## src/rtl/y_muldiv.sv

```systemverilog
// y_muldiv: iterative multiplier/divider that retires one operand bit per cycle.
// Define Y_MULDIV_SIGNED_EN to honour sgn (two's complement operands); otherwise unsigned only.
module y_muldiv #(
    parameter int WIDTH = 32
) (
    input  logic             clk,
    input  logic             rst_n,
    input  logic             start,
    input  logic [1:0]       op,
    input  logic             sgn,
    input  logic [WIDTH-1:0] a,
    input  logic [WIDTH-1:0] b,
    input  logic             flush,
    output logic             busy,
    output logic             done,
    output logic [WIDTH-1:0] result,
    output logic             div_zero
);

    localparam int CNT_W = $clog2(WIDTH);
    localparam logic [CNT_W-1:0] CNT_LAST = CNT_W'(WIDTH - 1);

    localparam logic [1:0] S_IDLE = 2'd0;
    localparam logic [1:0] S_RUN  = 2'd1;
    localparam logic [1:0] S_FIX  = 2'd2;
    localparam logic [1:0] S_DONE = 2'd3;

    localparam logic [1:0] OP_MUL  = 2'd0;
    localparam logic [1:0] OP_MULH = 2'd1;
    localparam logic [1:0] OP_DIV  = 2'd2;

    logic [1:0]       state_q, state_d;
    logic [CNT_W-1:0] cnt_q, cnt_d;
    logic [1:0]       op_q, op_d;
    logic [WIDTH-1:0] hi_q, hi_d;
    logic [WIDTH-1:0] lo_q, lo_d;
    logic [WIDTH-1:0] md_q, md_d;
    logic             dz_q, dz_d;
    logic [WIDTH-1:0] result_q, result_d;
    logic             div_zero_q, div_zero_d;

    logic [WIDTH-1:0] mag_a, mag_b;
    logic             accept;

`ifdef Y_MULDIV_SIGNED_EN
    logic neg_a_q, neg_a_d;
    logic neg_b_q, neg_b_d;
    logic neg_a, neg_b;

    function automatic logic [WIDTH-1:0] cond_neg(input logic [WIDTH-1:0] v, input logic n);
        return n ? (~v + 1'b1) : v;
    endfunction

    function automatic logic [2*WIDTH-1:0] cond_neg2(input logic [2*WIDTH-1:0] v, input logic n);
        return n ? (~v + 1'b1) : v;
    endfunction

    // The core only ever sees magnitudes; signs are reapplied in FIX.
    assign neg_a = sgn & a[WIDTH-1];
    assign neg_b = sgn & b[WIDTH-1];
    assign mag_a = cond_neg(a, neg_a);
    assign mag_b = cond_neg(b, neg_b);
`else
    logic unused_sgn;
    assign unused_sgn = sgn;
    assign mag_a      = a;
    assign mag_b      = b;
`endif

    assign accept = ((state_q == S_IDLE) || (state_q == S_DONE)) && start && !flush;

    // Shift-add step: hi:lo holds partial product (hi) and remaining multiplier bits (lo).
    logic [WIDTH:0]   mul_sum;
    assign mul_sum = {1'b0, hi_q} + (lo_q[0] ? {1'b0, md_q} : {(WIDTH+1){1'b0}});

    // Restoring divide step: hi is the partial remainder, lo shifts dividend out / quotient in.
    logic [WIDTH:0]   div_shift;
    logic [WIDTH-1:0] div_sub;
    logic             div_ge;
    assign div_shift = {hi_q, lo_q[WIDTH-1]};
    assign div_ge    = (div_shift >= {1'b0, md_q});
    assign div_sub   = div_shift[WIDTH-1:0] - md_q;

    logic [2*WIDTH-1:0] prod_fix;
    logic [WIDTH-1:0]   quot_fix, rem_fix, res_sel;

`ifdef Y_MULDIV_SIGNED_EN
    assign prod_fix = cond_neg2({hi_q, lo_q}, neg_a_q ^ neg_b_q);
    assign quot_fix = cond_neg(lo_q, neg_a_q ^ neg_b_q);
    assign rem_fix  = cond_neg(hi_q, neg_a_q);
`else
    assign prod_fix = {hi_q, lo_q};
    assign quot_fix = lo_q;
    assign rem_fix  = hi_q;
`endif

    // A zero divisor leaves the remainder equal to the dividend naturally; only the quotient is forced.
    always_comb begin
        case (op_q)
            OP_MUL:  res_sel = prod_fix[WIDTH-1:0];
            OP_MULH: res_sel = prod_fix[2*WIDTH-1:WIDTH];
            OP_DIV:  res_sel = dz_q ? {WIDTH{1'b1}} : quot_fix;
            default: res_sel = rem_fix;
        endcase
    end

    always_comb begin
        state_d    = state_q;
        cnt_d      = cnt_q;
        op_d       = op_q;
        hi_d       = hi_q;
        lo_d       = lo_q;
        md_d       = md_q;
        dz_d       = dz_q;
        result_d   = result_q;
        div_zero_d = div_zero_q;
`ifdef Y_MULDIV_SIGNED_EN
        neg_a_d    = neg_a_q;
        neg_b_d    = neg_b_q;
`endif
        if (flush) begin
            state_d = S_IDLE;
            cnt_d   = '0;
        end else begin
            case (state_q)
                S_RUN: begin
                    if (op_q[1]) begin
                        hi_d = div_ge ? div_sub : div_shift[WIDTH-1:0];
                        lo_d = {lo_q[WIDTH-2:0], div_ge};
                    end else begin
                        hi_d = mul_sum[WIDTH:1];
                        lo_d = {mul_sum[0], lo_q[WIDTH-1:1]};
                    end
                    cnt_d = cnt_q + 1'b1;
                    if (cnt_q == CNT_LAST) begin
                        state_d = S_FIX;
                        cnt_d   = '0;
                    end
                end
                S_FIX: begin
                    result_d   = res_sel;
                    div_zero_d = dz_q;
                    state_d    = S_DONE;
                end
                default: begin
                    if (accept) begin
                        op_d    = op;
                        dz_d    = op[1] && (b == '0);
                        hi_d    = '0;
                        lo_d    = op[1] ? mag_a : mag_b;
                        md_d    = op[1] ? mag_b : mag_a;
                        cnt_d   = '0;
                        state_d = S_RUN;
`ifdef Y_MULDIV_SIGNED_EN
                        neg_a_d = neg_a;
                        neg_b_d = neg_b;
`endif
                    end else if (state_q == S_DONE) begin
                        state_d = S_IDLE;
                    end
                end
            endcase
        end
    end

    always_ff @(posedge clk or negedge rst_n) begin
        if (!rst_n) begin
            state_q    <= S_IDLE;
            cnt_q      <= '0;
            op_q       <= '0;
            hi_q       <= '0;
            lo_q       <= '0;
            md_q       <= '0;
            dz_q       <= 1'b0;
            result_q   <= '0;
            div_zero_q <= 1'b0;
`ifdef Y_MULDIV_SIGNED_EN
            neg_a_q    <= 1'b0;
            neg_b_q    <= 1'b0;
`endif
        end else begin
            state_q    <= state_d;
            cnt_q      <= cnt_d;
            op_q       <= op_d;
            hi_q       <= hi_d;
            lo_q       <= lo_d;
            md_q       <= md_d;
            dz_q       <= dz_d;
            result_q   <= result_d;
            div_zero_q <= div_zero_d;
`ifdef Y_MULDIV_SIGNED_EN
            neg_a_q    <= neg_a_d;
            neg_b_q    <= neg_b_d;
`endif
        end
    end

    assign busy     = (state_q == S_RUN) || (state_q == S_FIX);
    assign done     = (state_q == S_DONE);
    assign result   = result_q;
    assign div_zero = div_zero_q;

endmodule

```

## config.mk

```make
export PLATFORM = sky130hd
export DESIGN_NAME = y_muldiv
export DESIGN_NICKNAME = d
export VERILOG_FILES = /design/src/rtl/y_muldiv.sv
export SDC_FILE = /design/constraint.sdc
export NUM_CORES = 1
export LEC_CHECK = 0
export ABC_AREA = 0
export CAP_MARGIN = 20
export CORE_ASPECT_RATIO = 1.4
export CORE_MARGIN = 2
export CORE_UTILIZATION = 42
export CTS_CLUSTER_DIAMETER = 60
export CTS_CLUSTER_SIZE = 16
export DETAILED_ROUTE_END_ITERATION = 8
export GPL_TIMING_DRIVEN = 0
export SLEW_MARGIN = 10
export SYNTH_ARGS = -nofsm -noshare
export SYNTH_HDL_FRONTEND = slang
export SYNTH_SLANG_ARGS = --single-unit
```

## constraint.sdc

```tcl
create_clock -name clk -period 3.45 [get_ports clk]
set_clock_uncertainty 0.05 [all_clocks]
set_input_delay 0.5175 -clock clk [delete_from_list [all_inputs] [get_ports clk]]
set_output_delay 0.5175 -clock clk [all_outputs]
set_load 0.02 [all_outputs]
```

* Word-level counts from Yosys, hierarchy flattened
Cells that the tools add are included.
** Word-level totals
- Output and inout port bits :: 35
- ROM bits :: 0
- Register bits :: 139
- Memories kept :: 0
- Bits in writable memories :: 0
- Input bits :: 71
- Bits in latches :: 0
- Logic and storage cells :: 62
** Cells by class
- Equal/unequal tests :: 7
- Div/mod/pow operators :: 0
- Magnitude comparators :: 1
- $mul :: 0
- Add/sub/neg operators :: 3
- Shift operators :: 0
- Bitwise logic cells :: 3
- Muxes and demuxes :: 21
- Reductions and logical operators :: 18
** Operator list (count)
- $mux 32 :: 9
- $pmux 32 s2 :: 3
- $add 32x32->33 :: 1
- $ge 33x32->1 :: 1
- $logic_not 32->1 :: 1
- $sub 32x32->32 :: 1
- $mux 5 :: 3
- $pmux 5 s2 :: 1
- $mux 2 :: 4
- $eq 2x2->1 const B :: 3
- $reduce_and 2->1 :: 3
- $reduce_and 3->1 :: 2
- $add 5x1->5 const B :: 1
- $eq 5x5->1 const B :: 1
- $reduce_bool 5->1 :: 1
- $logic_not 2->1 :: 2
- $pmux 2 s2 :: 1
- $logic_and 1x1->1 :: 3
- $ne 3x3->1 const B :: 1
- $not 1->1 :: 3
- $reduce_bool 3->1 :: 1
- $eq 2x1->1 const B :: 1
- $logic_or 1x1->1 :: 2
- $ne 2x2->1 const B :: 1
- 3 further kinds :: 3

* Longest topological paths before layout
Gate-level depths: netlist of the first run.
- Depth after elaboration :: 7
- Depth in mapped cells :: 14
- Depth with buffers taken out :: 13

* Worst setup path after synthesis of the first run
Ideal clock, no wire load.
- Kind :: reg-to-reg
- Start :: register lo_q[31]
- End :: register hi_q[28]
- Data arrival time :: 2.717 ns
- Required time :: 3.266 ns
- Buffers on the path :: 0
- Setup slack :: 0.549 ns
- Library setup time :: 0.134 ns
- Cell stages (with the launch flop) :: 14
- Period minus slack after synthesis :: 2.901 ns
- Path through :: dfrtp_1 inv_1 ha_1 inv_1 fa_1 a211oi_1 nor2_1 o31a_1 o21ai_1 a2bb2oi_1 o21ai_1 xnor2_1 a222oi_1 o21ai_1
** On the way
- Word-level cells in the longest chain between the ends :: 4
- Elaborated cells on any way between the ends :: 5
- Those cells by class :: 1 x add/sub; 1 x order compare; 3 x mux
** Ends and longest elaborated chain
- start: declaration :: RTL line 36 : logic [WIDTH-1:0] lo_q, lo_d;
- start signal: assignment :: RTL line 186 : lo_q <= lo_d;
- $sub 32x32->32 / $ge 33x32->1 (equally long branches) :: RTL line 82, 81
- $mux 32 (*) :: RTL line 128 : hi_d = div_ge ? div_sub : div_shift[WIDTH-1:0];
- $mux 32 (*) :: RTL line 127 : if (op_q[1]) begin
- $pmux 32 s2 (*) :: RTL line 125 : case (state_q)
- end signal: assignment :: RTL line 185 : hi_q <= hi_d;
- end: declaration :: RTL line 35 : logic [WIDTH-1:0] hi_q, hi_d;
Every way passes the cells marked *; elsewhere a longest branch is shown, timed or not.
A chain may end at the register's enable or synchronous reset.

* Final worst setup path of the first run
- Start :: register state_q[0]
- End :: register lo_q[31]
** On the way
- Word-level cells in the longest chain between the ends :: 6
- Elaborated cells on any way between the ends :: 11
- Those cells by class :: 3 x eq/ne; 1 x mux; 1 x bitwise; 6 x reduce/logical
** Ends and longest elaborated chain
- start: declaration :: RTL line 32 : logic [1:0] state_q, state_d;
- start signal: assignment :: RTL line 182 : state_q <= state_d;
- $eq 2x2->1 / $logic_not 2->1 (equally long branches) :: RTL line 70 : assign accept = ((state_q == S_IDLE) || (state_q == S_DONE)) && start && !flush;
- $logic_or 1x1->1 :: RTL line 70
- $logic_and 1x1->1 (2 in series) :: RTL line 70
- $reduce_bool 2->1 (no source line)
- $reduce_and 3->1 (no source line)
Parallel ways exist; a longest one is shown, timed or not.

==> qor.yml, run 1 <==
route:
  first_pass_iters: 5
  routed_wl_mm: 37.13
  antenna_left: 0
  drt_iter0_markers: 564
  vias: 10340
  viasPerCell: 5.739
  drc: 0
  wl_per_cell_um: 20.61
worst_hold_path:
  min_path_type: "flop to flop"
  hold_depth: 2
  worstHoldStart: "result[28]$_DFFE_PN0P_"
  min_to: "result[28]$_DFFE_PN0P_"
critical_path:
  r2r_cells: 8
  r2r_start: "state_q[0]$_DFFE_PN0P_"
  timing.rr.end: "lo_q[31]$_DFFE_PN0P_"
  crit_path_start_kind: "flop"
  critPathMaxFanout: 10
  cp-end-kind: "flop"
  ff2ff_setup_slack_ns: 0.13
  crit_required_ns: 3.69
  path_class: "flop to flop"
  cp_data_arrival_time_ns: 3.55
synth:
  synth_edf_count: 0
  yosysMostFrequentCell: "nand2_1"
  synth_area_leaders: "dfrtp_1 32%, ha_1 7.8%, mux2i_1 6.9%"
  synth.distinct_cells: 74
  synth_top_cell_area_share_pct: 31.54
  synth-async-reset-ratio_pct: 100.0
  yosys.area.top_type: "dfrtp_1"
  mappedNetlistNets: 1479
  synth_area_per_cell_um2: 8.249
  yosysWarnings: 0
  synth_common_cells: "171 x nand2_1, 148 x o21ai_0, 139 x dfrtp_1"
  syn_inst: 1337
  syn_area_um2: 11030
  ys_seq_elements: 139
  synth_ff_type: "dfrtp_1"
  ys_seq_area_share_pct: 31.54
floorplan:
  die_h_um: 195.7
  fp.dieW_um: 141.0
  rows: 70
  io_pins: 106
  core_um2: 26010
  start_util_pct: 42.40
  dieArea_um2: 27590
power_and_ir_drop:
  power_density_nw_per_um2: 933.6
  p_total_w: 0.01235
  seqPwrFrac_pct: 24.6
  pwr-share-comb_pct: 60.5
  power.clock.fraction_pct: 14.9
  p_sw_w: 0.005961
  power.leakage_nw: 5.998
  swShare_pct: 48.28
  peakVddDrop_mv: 0.5785
  p_int_w: 0.006385
timing:
  fin_crit_sh_pct: 96.14
  rsz0062_at_grt: "yes"
  setup_viol: 0
  relSlewSlack_pct: 42.81
  worst_slew_pin_slew_ns: 0.8579
  hold_viol_final: 0
  finalCriticalPeriod_ns: 3.317
  maxSlewViolCount: 0
  max_freq_mhz: 301.5
global_route:
  track_usage_pct: 27.19
  antenna_found_initial: 0
  grt_max_degree: 85
  grt_pass1_vias: 10470
  grt_pass1_wl_mm: 57.95
  grt_overflow: 0
cells_and_area:
  nFillCells: 2474
  nNetsFinal: 1606
  drive_above_1_share_pct: 8.260
  stdcell_count: 1801
  area_growth_pct: 19.90
  antennaDiodeCount: 0
outcome:
  outcome: "completed"
job:
  drv_cap: 0
cts:
  clk_pin_slew_ns: 0.07
  cts-root-buf: "clkbuf_16"
  cts_max_path_buffers: 2
  cts_made_buffers: 17
  cts.sinks: 139
  cts-htree-levels: 4
  tritoncts: "yes"
  clk_latency_ns: 0.44
place:
  routabilityCongestion: 0.9177
  dp_cells: 1766
  port_buffers: 103
  dp_hpwl_mm: 29.81
cell families after synthesis:
kind of cell    synth area share [%]
xor+xnor                       3.732
mux                            10.37
compound gates                 24.95
buf+inv                        4.730
fa+ha+maj                      8.191
flops                          31.54
simple gates                   16.49
per-stage QoR:
stage               util [%]  hold slack, ns  TNS (ns)  cell area (um2)  setup WS (ns)
finish                 50.84          0.4316         0            13220         0.1333
global route           50.84          0.4640  -0.02018            13220       -0.01859
CTS                    50.58          0.4355         0            13160       0.006247
detailed placement     48.10          0.4142    -3.608            12510        -0.3907
global placement       47.92          0.4179   -576.25            12470         -4.104
floorplan                  -          0.1719         0            11030         0.5488
worst max-delay path, stage by stage (launching register included):
cell,delay [ns]
dfrtp_1,0.37
inv_1,0.07
ha_1,0.36
a21oi_1,0.27
or3_1,0.15
clkbuf_1,0.53
clkbuf_2,0.49
clkbuf_1,0.67
o21ai_0,0.20
cells in the final DEF (no fill, tap or decap), types with 7 or more instances in the layout:
| master | instances |
|---|---|
| a211oi_1 | 11 |
| a21o_1 | 24 |
| a21oi_1 | 106 |
| a22oi_1 | 10 |
| and2_1 | 38 |
| buf_1 | 11 |
| clkbuf_1 | 52 |
| clkbuf_16 | 17 |
| clkdlybuf4s50_1 | 102 |
| dfrtp_1 | 137 |
| ha_1 | 69 |
| inv_1 | 51 |
| mux2_2 | 34 |
| mux2i_1 | 76 |
| nand2_1 | 171 |
| nand2b_1 | 16 |
| nand3_1 | 12 |
| nand4_1 | 11 |
| nor2_1 | 87 |
| nor2b_1 | 9 |
| nor3_1 | 16 |
| nor4_1 | 8 |
| o211ai_1 | 9 |
| o21a_1 | 10 |
| o21ai_0 | 147 |
| o21ai_1 | 20 |
| o21bai_1 | 7 |
| o221ai_1 | 8 |
| o22ai_1 | 34 |
| xnor2_1 | 25 |
| xor2_1 | 22 |
repair_timing:
item	CTS	global route
resized for setup	12	17
setup endpoints to repair	16	22
hold buffers	1	0
endpoints found under the hold margin	55	0
pin swaps	2	2
buffers inserted	0	2
metal layers:
layer  global-route usage, %  up-vias  share of wire, %
li1                        -     5074                 -
met1                   33.43     4917                42
met2                   47.48      284                50
met3                   4.247       61               4.3
met4                   11.04        0               3.4
met5                       0        -                 0
final cells by class:
| type | count | area [um2] | share of cell area (%) |
|---|---|---|---|
| sequential | 139 | 3481 | 26.32 |
| clock buffer | 18 | 429.2 | 3.245 |
| timing repair buffer | 108 | 1096 | 8.288 |
| multi-input combinational | 1071 | 7136 | 53.96 |
| buffer | 75 | 332.8 | 2.517 |
| clock inverter | 14 | 148.9 | 1.126 |
| inverter | 52 | 195.2 | 1.476 |
| tap | 324 | 405.4 | 3.066 |
power groups by stage:
stage	registers (W)	clock network, W	logic, W
global route	0.00311	0.00191	0.00823
CTS	0.00301	0.00185	0.00736
detailed placement	0.00303	0	0.00723
finish	0.00304	0.00183	0.00747
global placement	0.00304	0	0.00719
floorplan	0.00291	0	0.00504
worst max path at each step:
stage / from / endpoint / slack [ns] / depth (start not counted)
after floorplan: lo_q[31]$_DFFE_PN0P_ / hi_q[28]$_DFFE_PN0P_ / 0.55 / 13
after global placement: rst_n / hi_q[6]$_DFFE_PN0P_ / -4.10 / 1
after detailed placement: lo_q[31]$_DFFE_PN0P_ / hi_q[28]$_DFFE_PN0P_ / -0.39 / 13
after CTS: lo_q[31]$_DFFE_PN0P_ / hi_q[28]$_DFFE_PN0P_ / 0.006 / 13
after global routing: hi_q[2]$_DFFE_PN0P_ / hi_q[28]$_DFFE_PN0P_ / -0.02 / 11
final: state_q[0]$_DFFE_PN0P_ / lo_q[31]$_DFFE_PN0P_ / 0.13 / 8
sequential cells by signal (all words and copies together), names as in the netlist:
name and cells:
result 32, dz_q 1, op_q 2, cnt_q 5, lo_q 32, state_q 2, hi_q 32, md_q 32
div_zero 1
Power figures use the tool's default switching activity.
==> inputs of run 2 (changes only) <==
--- a/config.mk
+++ b/config.mk
@@ -14,6 +14,7 @@
 export CTS_CLUSTER_SIZE = 16
 export DETAILED_ROUTE_END_ITERATION = 8
 export GPL_TIMING_DRIVEN = 0
+export SETUP_SLACK_MARGIN = 0.2
 export SLEW_MARGIN = 10
 export SYNTH_ARGS = -nofsm -noshare
 export SYNTH_HDL_FRONTEND = slang
==> run 2 against run 1 <==
Against the previous run:
- clock power barely moved
- sequential power barely moved
- global-route usage up 0.057 points
- worst hold slack about the same
- via count up 0.50%
- register-to-register slack better by 0.16 ns
- die area unchanged
- first-iteration DRC count is 6.0% higher
- count of clock-buffer cells in the layout did not move
- maximum frequency grew 5.2%
- critical path depth rose by 4
- critical path type unchanged
- critical endpoint is now hi_q[3]$_DFFE_PN0P_
==> qor.yml, run 2 (synthesis gave the netlist of run 1 again) <==
critical_path:
  cp_slowest_cell: "dfrtp_2"  # was clkbuf_1
  cp-end-kind: "flop"  # unchanged
  path_class: "flop to flop"  # unchanged
  ff2ff_setup_slack_ns: 0.30  # was 0.13 ns
  cp_cell_sequence: "ha_4 > a21o_1 > a21oi_4 > a21oi_4 > o41ai_4 > buf_4 > o21ai_4 > a311oi_4 > buf_6 > mux2i_1 > nor2_1 > a221o_1"  # was inv_1 > ha_1 > a21oi_1 > or3_1 > clkbuf_1 > clkbuf_2 > clkbuf_1 > o21ai_0
  crit_required_ns: 3.72  # was 3.69 ns
  crit_path_start_kind: "flop"  # unchanged
  crit_buf_inv: 2  # was 4
  cp_top_family: "compound AO/OA/AOI/OAI gates"  # was buffers and inverters
  critPathMostFrequentCell: "a21oi_4"  # was clkbuf_1
  critPathMaxFanout: 5  # was 10
  cp_data_arrival_time_ns: 3.43  # was 3.55 ns
  critical_path.max_stage_delay_ns: 0.47  # was 0.67 ns
route:
  vias: 10390  # was 10.34k
  wl_met1_mm: 15.90  # was 15.77 mm
  wl_met2_mm: 18.69  # was 18.49 mm
  route.met3.wl_mm: 1.580  # was 1.611 mm
  wl_per_cell_um: 20.55  # was 20.61 um
  drc: 0  # unchanged
  routed_wl_mm: 37.37  # was 37.13 mm
  viasPerCell: 5.711  # was 5.739
  first_pass_iters: 5  # unchanged
  dr.max_layer_used: "met4"  # unchanged
  drt_iter0_markers: 598  # was 564
  antenna_left: 0  # unchanged
cts:
  cts_max_path_buffers: 2  # unchanged
  clk_pin_slew_ns: 0.06  # was 0.07 ns
  cts.sinks: 139  # unchanged
  cts_made_buffers: 17  # unchanged
  clk_latency_ns: 0.43  # was 0.44 ns
  cts-htree-levels: 4  # unchanged
  cts-root-buf: "clkbuf_16"  # unchanged
  tritoncts: "yes"  # unchanged
timing:
  fin_crit_sh_pct: 91.42  # was 96.14%
  max_freq_mhz: 317.1  # was 301.5 MHz
  finalSetupTns_ns: 0  # unchanged
  hold_viol_final: 0  # unchanged
  rsz0062_at_grt: "yes"  # unchanged
  setup_viol: 0  # unchanged
  maxSlewViolCount: 0  # unchanged
  relSlewSlack_pct: 42.93  # was 42.81%
  finalCriticalPeriod_ns: 3.154  # was 3.317 ns
  worst_slew_pin_slew_ns: 0.8560  # was 0.8579 ns
cells_and_area:
  antennaDiodeCount: 0  # unchanged
  final_cell_area_um2: 13590  # was 13220 um2
  final_common_cell: "nand2_1"  # unchanged
  nNetsFinal: 1624  # was 1606
  drive_above_1_share_pct: 11.30  # was 8.260%
  layout_common_cells: "171 x nand2_1, 146 x o21ai_0, 132 x dfrtp_1"  # was 171 x nand2_1, 147 x o21ai_0, 137 x dfrtp_1
  area_growth_pct: 23.21  # was 19.90%
  final_util_pct: 52.24  # was 50.84%
place:
  dp_hpwl_mm: 29.81  # unchanged
  port_buffers: 103  # unchanged
  routabilityCongestion: 0.9177  # unchanged
  place_area_um2: 12510  # unchanged
floorplan:
  dieArea_um2: 27590  # unchanged
  die_h_um: 195.7  # unchanged
  start_util_pct: 42.40  # unchanged
  rows: 70  # unchanged
  fp.dieW_um: 141.0  # unchanged
  io_pins: 106  # unchanged
  core_um2: 26010  # unchanged
power_and_ir_drop:
  p_total_w: 0.01274  # was 0.01235 W
  peakVddDrop_mv: 0.5814  # was 0.5785 mV
  power.leakage_nw: 6.142  # was 5.998 nW
  power_density_nw_per_um2: 937.2  # was 933.6 nW/um2
global_route:
  antenna_found_initial: 0  # unchanged
  track_usage_pct: 27.24  # was 27.19%
  grt_pass1_wl_mm: 58.09  # was 57.95 mm
  grt_pass1_vias: 10490  # was 10.47k
  grt_max_degree: 85  # unchanged
  grt_overflow: 0  # unchanged
job:
  drv_cap: 0  # unchanged
worst_hold_path:
  min_path_type: "flop to flop"  # unchanged
outcome:
  outcome: "completed"  # unchanged
run 2: changes by cell type in the layout (fill, tap and decap cells not counted), moves of 4 or more:
cell and change:
dfrtp_2 +5, buf_4 +17, ha_2 +7, ha_1 -10
dfrtp_1 -5, a21oi_4 +4
run 2: area by class of cell:
class                   count  area [um2]
plain buffers              74       331.6
clock buffers              18       429.2
clock inverters            14       148.9
fillers                  2434       12420
inverters                  52       197.7
multi-input cells        1071        7341
flip-flops and latches    139        3487
well taps                 324       405.4
repair buffers            127        1249
run 2: power breakdown:
part	switching (W)	internal [W]
Clock	0.000766	0.00106
Combinational	0.00458	0.00330
Sequential	0.000758	0.00228
Total	0.00610	0.00664
run 2: worst reg2reg max path: stages, from the launching register on:
cell and delay (ns):
dfrtp_2 0.47, ha_4 0.29, a21o_1 0.19, a21oi_4 0.19
a21oi_4 0.10, o41ai_4 0.28, buf_4 0.19, o21ai_4 0.10
a311oi_4 0.44, buf_6 0.21, mux2i_1 0.20, nor2_1 0.05
a221o_1 0.27
run 2: final timing paths:
kind / start / cells past startpoint / endpoint
setup / recovery: hi_q[2]$_DFFE_PN0P_ / 12 / hi_q[3]$_DFFE_PN0P_
hold / removal: result[28]$_DFFE_PN0P_ / 2 / result[28]$_DFFE_PN0P_
setup reg to reg: hi_q[2]$_DFFE_PN0P_ / 12 / hi_q[3]$_DFFE_PN0P_
hold reg to reg: result[28]$_DFFE_PN0P_ / 2 / result[28]$_DFFE_PN0P_
max in group asynchronous: rst_n / 3 / hi_q[3]$_DFFE_PN0P_
min in group asynchronous: rst_n / 2 / result[27]$_DFFE_PN0P_
run 2: through the flow:
step / hold WS [ns] / cells / worst slack (ns)
floorplan: 0.1719 / 1337 / 0.5488
global placement: 0.4179 / 1764 / -4.104
detailed placement: 0.4142 / 1766 / -0.3907
CTS: 0.4355 / 1802 / 0.1102
global route: 0.4639 / 1819 / 0.1714
finish: 0.4320 / 1819 / 0.2962
run 2: metal layers:
layer  vias to the layer above  track usage (%)
met2                       273            47.97
met4                         0            10.37
met5                         -                0
met1                      4936            33.45
met3                        68            4.271
li1                       5111                -
run 2: repair_timing:
action                                  in CTS  in global routing
cloned                                       0                  1
gates resized for setup                     30                 45
endpoints found under the hold margin       55                  0
setup buffers                                3                 17
endpoints found under the setup margin      44                 34
pin swaps                                    2                 16
hold buffers                                 1                  0
